<file path="src/rtl/dpram_rr_arbiter.sv">
`timescale 1ns/1ps
// dpram_rr_arbiter
// Round-robin arbiter sharing a dual-port RAM (ports A/B, read-before-write,
// 1-cycle registered read) among NREQ requesters. Each cycle it grants up to
// two requests, one per RAM port. It never grants two requests to the same
// address when either of them writes. Read data is routed back to the
// requester that issued the read.
//
// Ports:
//   clk, rst_n              clock (rising edge), async active-low reset
//   req_valid/we/addr/wdata per-requester request (packed, requester i at slice i)
//   req_ready               grant; transfer occurs when valid & ready
//   rsp_valid/rsp_data      per-requester read response (data slices hold when idle)
//   ram_we/addr/din_{a,b}   RAM port drive
//   ram_q_{a,b}             RAM registered read data
//
// Optional feature (macro ARB_STATS_EN): adds saturating 16-bit outputs
//   conflict_cnt (cycles with a valid requester skipped on an address conflict)
//   grant_cnt    (number of transfers)
module dpram_rr_arbiter #(
  parameter int unsigned NREQ = 4,
  parameter int unsigned AW   = 3,
  parameter int unsigned DW   = 32
) (
  input  logic               clk,
  input  logic               rst_n,
  input  logic [NREQ-1:0]    req_valid,
  input  logic [NREQ-1:0]    req_we,
  input  logic [NREQ*AW-1:0] req_addr,
  input  logic [NREQ*DW-1:0] req_wdata,
  output logic [NREQ-1:0]    req_ready,
  output logic [NREQ-1:0]    rsp_valid,
  output logic [NREQ*DW-1:0] rsp_data,
`ifdef ARB_STATS_EN
  output logic [15:0]        conflict_cnt,
  output logic [15:0]        grant_cnt,
`endif
  output logic               ram_we_a,
  output logic               ram_we_b,
  output logic [AW-1:0]      ram_addr_a,
  output logic [AW-1:0]      ram_addr_b,
  output logic [DW-1:0]      ram_din_a,
  output logic [DW-1:0]      ram_din_b,
  input  logic [DW-1:0]      ram_q_a,
  input  logic [DW-1:0]      ram_q_b
);

  localparam int unsigned PW = $clog2(NREQ);
  typedef logic [PW-1:0] idx_t;

  logic [AW-1:0] addr_arr  [NREQ];
  logic [DW-1:0] wdata_arr [NREQ];

  for (genvar g = 0; g < NREQ; g++) begin : g_unpack
    assign addr_arr[g]  = req_addr[g*AW +: AW];
    assign wdata_arr[g] = req_wdata[g*DW +: DW];
  end

  idx_t ptr_q, ptr_d;
  logic scan_a_vld, scan_b_vld;
  idx_t scan_a_idx, scan_b_idx;
  logic gnt_a, gnt_b;
`ifdef ARB_STATS_EN
  logic conflict_skip;
`endif

  // Pipeline stage: one entry per RAM port, tracking who is owed read data.
  logic pa_vld_q, pa_rd_q, pb_vld_q, pb_rd_q;
  idx_t pa_idx_q, pb_idx_q;
  logic [NREQ*DW-1:0] hold_q;

  // Scan from ptr: first valid takes port A, the next non-conflicting valid
  // takes port B. Conflicting candidates are skipped, not blocking the scan.
  always_comb begin : arb
    logic [PW:0] sum;
    idx_t        idx;
    sum        = '0;
    idx        = '0;
    scan_a_vld = 1'b0;
    scan_b_vld = 1'b0;
    scan_a_idx = '0;
    scan_b_idx = '0;
`ifdef ARB_STATS_EN
    conflict_skip = 1'b0;
`endif
    for (int unsigned k = 0; k < NREQ; k++) begin
      sum = {1'b0, ptr_q} + (PW+1)'(k);
      if (sum >= (PW+1)'(NREQ)) sum = sum - (PW+1)'(NREQ);
      idx = sum[PW-1:0];
      if (req_valid[idx]) begin
        if (!scan_a_vld) begin
          scan_a_vld = 1'b1;
          scan_a_idx = idx;
        end else if (!scan_b_vld) begin
          if ((addr_arr[idx] == addr_arr[scan_a_idx]) &&
              (req_we[idx] || req_we[scan_a_idx])) begin
`ifdef ARB_STATS_EN
            conflict_skip = 1'b1;
`endif
          end else begin
            scan_b_vld = 1'b1;
            scan_b_idx = idx;
          end
        end
      end
    end
  end

  // Grants are forced off while reset is asserted.
  assign gnt_a = scan_a_vld & rst_n;
  assign gnt_b = scan_b_vld & rst_n;

  always_comb begin
    req_ready = '0;
    if (gnt_a) req_ready[scan_a_idx] = 1'b1;
    if (gnt_b) req_ready[scan_b_idx] = 1'b1;
  end

  always_comb begin
    ram_we_a   = gnt_a & req_we[scan_a_idx];
    ram_addr_a = gnt_a ? addr_arr[scan_a_idx]  : '0;
    ram_din_a  = gnt_a ? wdata_arr[scan_a_idx] : '0;
    ram_we_b   = gnt_b & req_we[scan_b_idx];
    ram_addr_b = gnt_b ? addr_arr[scan_b_idx]  : '0;
    ram_din_b  = gnt_b ? wdata_arr[scan_b_idx] : '0;
  end

  // Pointer moves past the last granted requester; B is always scanned after A.
  always_comb begin : ptr_next
    idx_t last;
    last  = gnt_b ? scan_b_idx : scan_a_idx;
    ptr_d = ptr_q;
    if (gnt_a) ptr_d = (last == idx_t'(NREQ - 1)) ? '0 : last + idx_t'(1);
  end

  // Responses come purely from registered state; idle slices replay hold_q.
  always_comb begin
    rsp_valid = '0;
    rsp_data  = hold_q;
    for (int unsigned i = 0; i < NREQ; i++) begin
      if (pa_vld_q && pa_rd_q && (pa_idx_q == idx_t'(i))) begin
        rsp_valid[i]           = 1'b1;
        rsp_data[i*DW +: DW]   = ram_q_a;
      end else if (pb_vld_q && pb_rd_q && (pb_idx_q == idx_t'(i))) begin
        rsp_valid[i]           = 1'b1;
        rsp_data[i*DW +: DW]   = ram_q_b;
      end
    end
  end

  always_ff @(posedge clk or negedge rst_n) begin
    if (!rst_n) begin
      ptr_q    <= '0;
      pa_vld_q <= 1'b0;
      pa_rd_q  <= 1'b0;
      pa_idx_q <= '0;
      pb_vld_q <= 1'b0;
      pb_rd_q  <= 1'b0;
      pb_idx_q <= '0;
      hold_q   <= '0;
    end else begin
      ptr_q    <= ptr_d;
      pa_vld_q <= gnt_a;
      pa_rd_q  <= ~req_we[scan_a_idx];
      pa_idx_q <= scan_a_idx;
      pb_vld_q <= gnt_b;
      pb_rd_q  <= ~req_we[scan_b_idx];
      pb_idx_q <= scan_b_idx;
      hold_q   <= rsp_data;
    end
  end

`ifdef ARB_STATS_EN
  logic [15:0] conflict_cnt_q, grant_cnt_q;
  logic [16:0] grant_sum;

  assign grant_sum = {1'b0, grant_cnt_q} + 17'(gnt_a) + 17'(gnt_b);

  always_ff @(posedge clk or negedge rst_n) begin
    if (!rst_n) begin
      conflict_cnt_q <= '0;
      grant_cnt_q    <= '0;
    end else begin
      if (conflict_skip && (conflict_cnt_q != 16'hFFFF)) begin
        conflict_cnt_q <= conflict_cnt_q + 16'd1;
      end
      grant_cnt_q <= grant_sum[16] ? 16'hFFFF : grant_sum[15:0];
    end
  end

  assign conflict_cnt = conflict_cnt_q;
  assign grant_cnt    = grant_cnt_q;
`endif

endmodule

</file>
<file path="config.mk">
export PLATFORM = sky130hd
export DESIGN_NAME = dpram_rr_arbiter
export DESIGN_NICKNAME = d
export VERILOG_FILES = /design/src/rtl/dpram_rr_arbiter.sv
export SDC_FILE = /design/constraint.sdc
export NUM_CORES = 1
export LEC_CHECK = 0
export BUFFER_PORTS_ARGS = -buffer_cell sky130_fd_sc_hd__buf_4
export CAP_MARGIN = 20
export CORE_MARGIN = 2
export CORE_UTILIZATION = 30
export DETAILED_ROUTE_END_ITERATION = 8
export PLACE_DENSITY_LB_ADDON = 0.2
export SYNTH_ARGS = -nofsm -noshare
export SYNTH_HDL_FRONTEND = slang
export SYNTH_SLANG_ARGS = --single-unit
</file>
<file path="constraint.sdc">
create_clock -name clk -period 9.62 [get_ports clk]
set_input_delay 1.924 -clock clk [delete_from_list [all_inputs] [get_ports clk]]
set_output_delay 1.924 -clock clk [all_outputs]
set_load 0.005 [all_outputs]
</file>
[After elaboration in Yosys (flattened, before gate mapping)]
Cells that the tools add are included.
Word-level totals
  input bits: 214
  flip-flop bits (word level): 138
  word-level logic and storage cells: 203
  output and inout bits: 208
Operators by class
  equal/unequal tests: 10
  reductions and logical operators: 20
  bitwise operators: 15
  add/subtract/negate cells: 8
  multiplexer cells: 119
  magnitude comparators: 23
Operator list (count)
  $mux 32: 14
  $bmux 32 s2: 2
  $mux 3: 18
  $bmux 3 s2: 8
  $mux 2: 24
  $mux 1: 37
  $ge 3x3->1 const B: 11
  $lt 2x3->1 const B: 9
  $bmux 1 s2: 12
  $not 2->3: 8
  $logic_and 1x1->1: 15
  $eq 2x2->1 const B: 5
  $eq 3x3->1: 3
  $mux 4: 2
  $sub 2x1->2 const B: 4
  $add 2x2->3 const B: 2
  $and 1x1->1: 4
  $demux 1 s2: 2
  $eq 2x1->1 const B: 2
  $ge 2x1->1 const B: 2
  $logic_not 2->1: 2
  $or 4x4->4: 1
  $add 2x1->3 const B: 1
  $ge 2x3->1 const B: 1
  other kinds (3): 6

[Depth between registers and ports, before layout]
Gate-level depths: netlist (run 1).
  depth in word-level cells: 28
  mapped depth: 20
  mapped depth without buffers: 15

[Worst setup path after synthesis (run 1)]
No wires, ideal clock.
  kind: input-to-output
  start: in req_valid[3]
  end: out ram_addr_b[1]
  buffers on the path: 3
  stages on the path: 16
  data arrival time: 5457 ps
  slack: 2239 ps
  cells stage by stage: clkbuf_1 mux2_2 nand2_1 o21ai_0 ha_1 inv_1 mux2i_2 and3_1 buf_4 or4_1 nand4_1 a41oi_2 a32oi_2 buf_6 mux4_2 and2_1
Between the ends
  longest elaborated chain between the ends: 25
Ends and longest elaborated chain
  start: declaration: RTL line 27  | input logic [NREQ-1:0] req_valid,
  $bmux 1 s2: RTL line 90  | if (req_valid[idx]) begin
  $mux 1 (not written as such): RTL line 90
  $mux 2: RTL line 90
  $not 2->3 (not written as such): RTL line 95  | if ((addr_arr[idx] == addr_arr[scan_a_idx]) &&
  $bmux 3 s2: RTL line 95
  $mux 3 (not written as such) (2 in series): RTL line 95
  $eq 3x3->1: RTL line 95
  $logic_and 1x1->1: RTL line 95
  (+7 left out)
  $mux 2: RTL line 95
  $mux 2: RTL line 94  | end else if (!scan_b_vld) begin
  $mux 2: RTL line 91  | if (!scan_a_vld) begin
  $mux 2: RTL line 90
  $not 2->3 (not written as such): RTL line 124  | ram_addr_b = gnt_b ? addr_arr[scan_b_idx] : '0;
  $bmux 3 s2: RTL line 124
  $mux 3 (not written as such) (2 in series): RTL line 124
  $mux 3 *: RTL line 124
  end: declaration: RTL line 41  | output logic [AW-1:0] ram_addr_b,
Every way passes the cells marked *; elsewhere a longest branch is shown, timed or not. The select of a mux whose other input is x is not followed.

[Final worst setup path (run 1)]
  start: in req_valid[3]
  end: out ram_din_b[15]
Between the ends
  longest elaborated chain between the ends: 25
Ends and longest elaborated chain
  $bmux 1 s2: RTL line 90
  $mux 1 (not written as such): RTL line 90
  $mux 2: RTL line 90
  $not 2->3 (not written as such): RTL line 95
  $bmux 3 s2: RTL line 95
  $mux 3 (not written as such) (2 in series): RTL line 95
  $eq 3x3->1: RTL line 95
  $logic_and 1x1->1: RTL line 95
  (+7 left out)
  $mux 2: RTL line 95
  $mux 2: RTL line 94
  $mux 2: RTL line 91
  $mux 2: RTL line 90
  $not 2->3 (not written as such): RTL line 125  | ram_din_b = gnt_b ? wdata_arr[scan_b_idx] : '0;
  $bmux 32 s2: RTL line 125
  $mux 32 (not written as such) (2 in series): RTL line 125
  $mux 32 *: RTL line 125
  end: declaration: RTL line 43  | output logic [DW-1:0] ram_din_b,
Marked as above.

==> results of run 1 <==
## cell usage in the layout, fill, tap and decap left out, types with 2 or more instances in the layout
cell	count
nor2b_1	6
nor3b_1	3
nand4_1	8
mux2i_1	149
nand2_2	2
mux2_2	5
o2111ai_1	3
clkinvlp_4	3
xor2_1	3
mux4_2	80
a21oi_1	105
buf_12	3
inv_1	15
a211o_1	2
clkbuf_16	17
o21ai_0	48
diode_2	12
nand2b_1	3
inv_6	6
and3b_1	2
and3_1	3
a41oi_2	2
buf_4	437
or3_1	2
nand2_1	57
and2_1	73
o211ai_1	4
xnor2_1	5
bufinv_16	2
or4_1	2
nand3_1	4
nor2_1	109
nand4b_1	2
nor3_2	2
o31ai_1	2
dfrtp_1	138
## state kept, by name (all words and copies together) (netlist names)
name / count
hold_q: 128
pa_idx_q: 2
pb_idx_q: 2
ptr_q: 2
pa_rd_q: 1
pa_vld_q: 1
pb_rd_q: 1
pb_vld_q: 1
## area by class of cell
type	count	share of cell area
antenna	12	0.00214
clock buffer	18	0.0306
clock inverter	14	0.0114
inverter	15	0.00401
multi-input combinational	715	0.426
sequential	138	0.246
tap	442	0.0394
timing repair buffer	442	0.241
## final timing paths
kind                                    from  slack, ps            end
worst max-delay path            req_valid[3]       1270  ram_din_b[15]
worst min-delay path              hold_q[94]        610     hold_q[94]
worst max register to register      ptr_q[0]       4540       ptr_q[1]
worst min register to register    hold_q[94]        610     hold_q[94]
max in group asynchronous              rst_n       6650     hold_q[61]
min in group asynchronous              rst_n       1520    hold_q[112]
## worst reg2reg max path: stages, from the launching register on
cell and delay (ps):
dfrtp_1 320, buf_4 440, mux2_2 430, nand2_1 180, o21ai_0 130, ha_1 290
mux2i_2 350, and3_1 430, nor4_1 110, nor4b_1 450, a41oi_2 270, nor2b_1 230
a211oi_4 700, buf_12 290, nand3_1 170, a32oi_1 220
## metrics by stage
step | utilization | worst slack, ps
finish | 0.434 | 1270
global route | 0.434 | 956
CTS | 0.432 | 1270
detailed placement | 0.414 | 1290
global placement | 0.414 | 1380
floorplan | - | 2240
## metal layers
metal / vias up / wire length [um] / track usage
met3: 42 / 3070 / 0.0615
met5: - / 0 / 0
met1: 4415 / 15000 / 0.258
li1: 4248 / - / -
met4: 0 / 905 / 0.0994
met2: 373 / 18800 / 0.358
## power by group
| part | internal, uW | switching (uW) | total, uW |
|---|---|---|---|
| clock | 389 | 275 | 663 |
| sequential | 875 | 79.1 | 954 |
| combinational | 1930 | 1710 | 3640 |
## logic make-up after synthesis
kind of cell | count (synthesis) | synth area share
buffers and inverters | 95 | 0.0427
muxes | 236 | 0.346
and+or+nand+nor | 282 | 0.139
DFF | 138 | 0.353
adders and majority gates | 1 | 0.00128
AOI/OAI and AO/OA | 188 | 0.111
xor gates and xnor gates | 8 | 0.00716
==> results.cfg, run 1 <==
[outcome]
status = finished, final reports clean

[yosys]
ys_top_cells_by_count = 149 x mux2i_1, 138 x dfrtp_1, 109 x nor2_1, 105 x a21oi_1, 80 x mux4_2
syn-cell-area_sq_um = 9790
synth_nets = 1163
synth_area_per_cell_sq_um = 10.3
synth.top_cell.area_share = 0.353
yosysMostFrequentCell = mux2i_1
synth_ff_type = dfrtp_1
ys_types = 59
synthArstFlopShare = 1.00
synth.largest_area_cell = dfrtp_1
ys_seq_area_frac = 0.353
synth_area_leaders = dfrtp_1 35%, mux4_2 18%, mux2i_1 15%, a21oi_1 5.4%, and2_1 4.7%
synth_seq_cells = 138
ys_warn_count = 0
synth_edf_count = 0
netlist_instances = 948

[global_route]
grt_pass1_vias = 9312
grt-ovfl-total = 0
grt_max_degree = 72
gr-usage-all-layers = 0.215
antenna_found_initial = 12
grt_pass1_wl_um = 55800

[cells_and_area]
seq_area_sq_um = 3450
multi_input_area_sq_um = 5980
fin_cells = 1796
n_fill_cell = 3218
area_delta_synth_final_pct = 43.4
nets = 1544
fin_area_sq_um = 14000
drive_above_1_share = 0.427

[clocking]
cts_buffers = 17
cts_max_level = 4
cts_root_buf = clkbuf_16
clk_path_buf_depth = 2
clock_latency_ps = 420
cts_tree = built
ctsHoldBuffers = 0
cts_resized = 0
post_cts_buffers = 0
clk_pin_slew_ps = 60
cts_sinks = 138

[setup_path]
critPathBufInv = 3
path_depth = 16
cp.arrival_ps = 6430
cp_max_fo = 31
crit_type = input port to output port
cp_cell_sequence = buf_4 -> mux2_2 -> nand2_1 -> o21ai_0 -> ha_1 -> mux2i_2 -> and3_1 -> nor4_1 -> nor4b_1 -> a41oi_2 -> nor2b_1 -> a211oi_4 -> buf_12 -> mux4_2 -> and2_1 -> buf_4
slowest_stage = a211oi_4
cp-end-kind = output port
worst_setup_path_start_kind = input port
ff2ff_path_depth = 15
critical-path-top-delay-family = simple AND/OR/NAND/NOR gates
cp_common_cell = buf_4
required_ps = 7700
cp_slowest_stage_delay_ps = 700

[die]
die_h_um = 185
initial_utilization = 0.302
num_io_pins = 422
rows = 66
core_sq_um = 32400
dieArea_sq_um = 34100
die_w_um = 185

[sta]
hold_ws_ps = 607
slew_viol_final = 0
setup-violations-final = 0
fin_worst_skew_ps = 7.89
worstMarginPinSlew_ps = 1020
tns_ps = 0
slew-limit-headroom = 0.322
period_minus_slack_ps = 8350
rsz0062_at_grt = false
max_freq_mhz = 120
finalCritPeriodShare = 0.868
finalHoldViolations = 0

[placement]
dp.cells = 1751
numPortBuffers = 421
gp_congestion = 0.855
place_area_sq_um = 13400
detailed_place_hpwl_um = 27100

[pwr]
p_leak_uw = 0.00678
power_uw = 5250
powerDensity_nw_per_um2 = 374
ir_worst_vdd_mv = 0.346

[drt]
drtPass1Iterations = 5
first_iter_violations = 473
drc = 0
vias = 9078
via_per_inst = 5.05
wl_per_cell_um = 21.0
ant_nets = 0
wirelength_um = 37700

[job]
maxCapViolCount = 0

[hold_path]
hold_depth = 2
hp-class = register to register
No activity file was read; power rests on OpenSTA's default activity.
==> inputs of run 2 (changes only) <==
==> constraint.sdc (replaced) <==
create_clock -name clk -period 9.62 [get_ports clk]
set_input_delay 1.443 -clock clk [delete_from_list [all_inputs] [get_ports clk]]
set_output_delay 1.443 -clock clk [all_outputs]
set_load 0.005 [all_outputs]
==> results.cfg, run 2 (synthesis gave the netlist of run 1 again) <==
[cells_and_area]
area_delta_synth_final_pct = 43.4
nets = 1544
fin_cells = 1789
largest_register = hold_q
drive_above_1_share = 0.427
layout_commonest_cell = buf_4
largest_register_ffs = 128
layout_common_cells = 440 x buf_4, 149 x mux2i_1, 138 x dfrtp_1

[placement]
gp_congestion = 0.850
numPortBuffers = 421
detailed_place_hpwl_um = 27600
dp.cells = 1752

[setup_path]
cp_common_cell = buf_4
cp_slowest_stage_delay_ps = 720
slowest_stage = a32oi_4
crit_type = input port to output port
worst_setup_path_start_kind = input port
critPathBufInv = 3
required_ps = 8180
critical-path-top-delay-family = compound AO/OA/AOI/OAI gates
cp_cell_sequence = buf_4 -> mux2_2 -> nand2_1 -> o21ai_0 -> ha_1 -> mux2i_2 -> and3_1 -> o221ai_1 -> a22o_1 -> a41oi_2 -> nand4bb_1 -> a32oi_4 -> buf_4 -> mux4_2 -> and2_1 -> buf_4
cp-end-kind = output port
cp.arrival_ps = 6520
cp_max_fo = 19

[sta]
rsz0062_at_grt = false
period_minus_slack_ps = 7960
slew_viol_final = 0
finalCritPeriodShare = 0.828
setup-violations-final = 0
finalHoldViolations = 0
worstMarginPinSlew_ps = 1100
fin_worst_skew_ps = 6.93
slew-limit-headroom = 0.264
tns_ps = 0
max_freq_mhz = 126

[clocking]
cts_buffers = 17
cts_sinks = 138
cts_max_level = 4
ctsHoldBuffers = 0
cts_resized = 0
clock_latency_ps = 420
post_cts_buffers = 0
clk_path_buf_depth = 2
cts_tree = built
cts_root_buf = clkbuf_16
clk_pin_slew_ps = 60

[hold_path]
hp-class = register to register

[drt]
first_iter_violations = 460
ant_nets = 0
wl_met2_um = 18900
wl_met3_um = 3190
vias = 9156
drtPass1Iterations = 5
via_per_inst = 5.12
wirelength_um = 38200
met1_length_um = 15000
wl_per_cell_um = 21.3
drc = 0
routed.top_layer = met4

[die]
num_io_pins = 422
initial_utilization = 0.302
die_w_um = 185
core_sq_um = 32400
die_h_um = 185
dieArea_sq_um = 34100
rows = 66

[global_route]
grt_pass1_wl_um = 56100
grt-ovfl-total = 0
grt_max_degree = 66
grt_pass1_vias = 9119
gr-usage-all-layers = 0.217
antenna_found_initial = 5

[pwr]
ir_worst_vdd_mv = 0.271
power_uw = 5250
powerDensity_nw_per_um2 = 374
p_leak_uw = 0.00679

[job]
maxCapViolCount = 0

[outcome]
status = finished, final reports clean
[run 2: changes by cell type in the layout (fill, tap and decap cells not counted)]
cell	before	now
diode_2	12	5
buf_12	3	0
buf_4	437	440
bufinv_16	2	4
clkinv_4	1	3
clkinvlp_4	3	1
inv_6	6	4
clkinv_2	1	0
inv_8	1	2
[run 2: layout make-up]
type / count / area, sq um
Fill cell: 3212 / 18300
Antenna cell: 5 / 12.5
Tap cell: 442 / 553
Clock inverter: 14 / 211
Timing Repair Buffer: 442 / 3340
Clock buffer: 18 / 429
Sequential cell: 138 / 3450
Inverter: 15 / 56.3
Multi-Input combinational cell: 715 / 5980
[run 2: metal layers]
layer | up-vias | GRT usage
met5 | - | 0
met4 | 0 | 0.0717
met3 | 55 | 0.0620
met2 | 399 | 0.377
met1 | 4468 | 0.256
li1 | 4234 | -
[run 2: tightest hold or removal path, stage by stage, from the launching register on]
cell,delay (ps)
dfrtp_1,320
mux2i_1,60
a21oi_1,170
[run 2: where the power goes]
group	internal, uW	leakage (uW)	total, uW	switching [uW]
Combinational	1880	0.00489	3580	1690
Clock	442	0.000310	718	275
Sequential	875	0.00159	956	80.3
[run 2: final timing paths]
kind	from	to	slack (ps)	cells after the start
worst max-delay path	req_valid[3]	ram_din_b[5]	1660	16
worst min-delay path	hold_q[114]	hold_q[114]	610	2
worst max register to register	ptr_q[0]	pb_rd_q	4160	15
worst min register to register	hold_q[114]	hold_q[114]	610	2
max in group asynchronous	rst_n	hold_q[73]	7530	2
min in group asynchronous	rst_n	hold_q[35]	950	1
[run 2: stage by stage]
| stage | setup WS (ps) | util | hold WS [ps] | area, sq um |
|---|---|---|---|---|
| after CTS | 1650 | 0.433 | 611 | 14000 |
| after detailed placement | 1650 | 0.413 | 595 | 13400 |
| after floorplan | 3200 | - | 604 | 9790 |
| after global routing | 1270 | 0.434 | 631 | 14000 |
| final | 1660 | 0.434 | 606 | 14000 |
| after global placement | 1770 | 0.412 | 586 | 13400 |
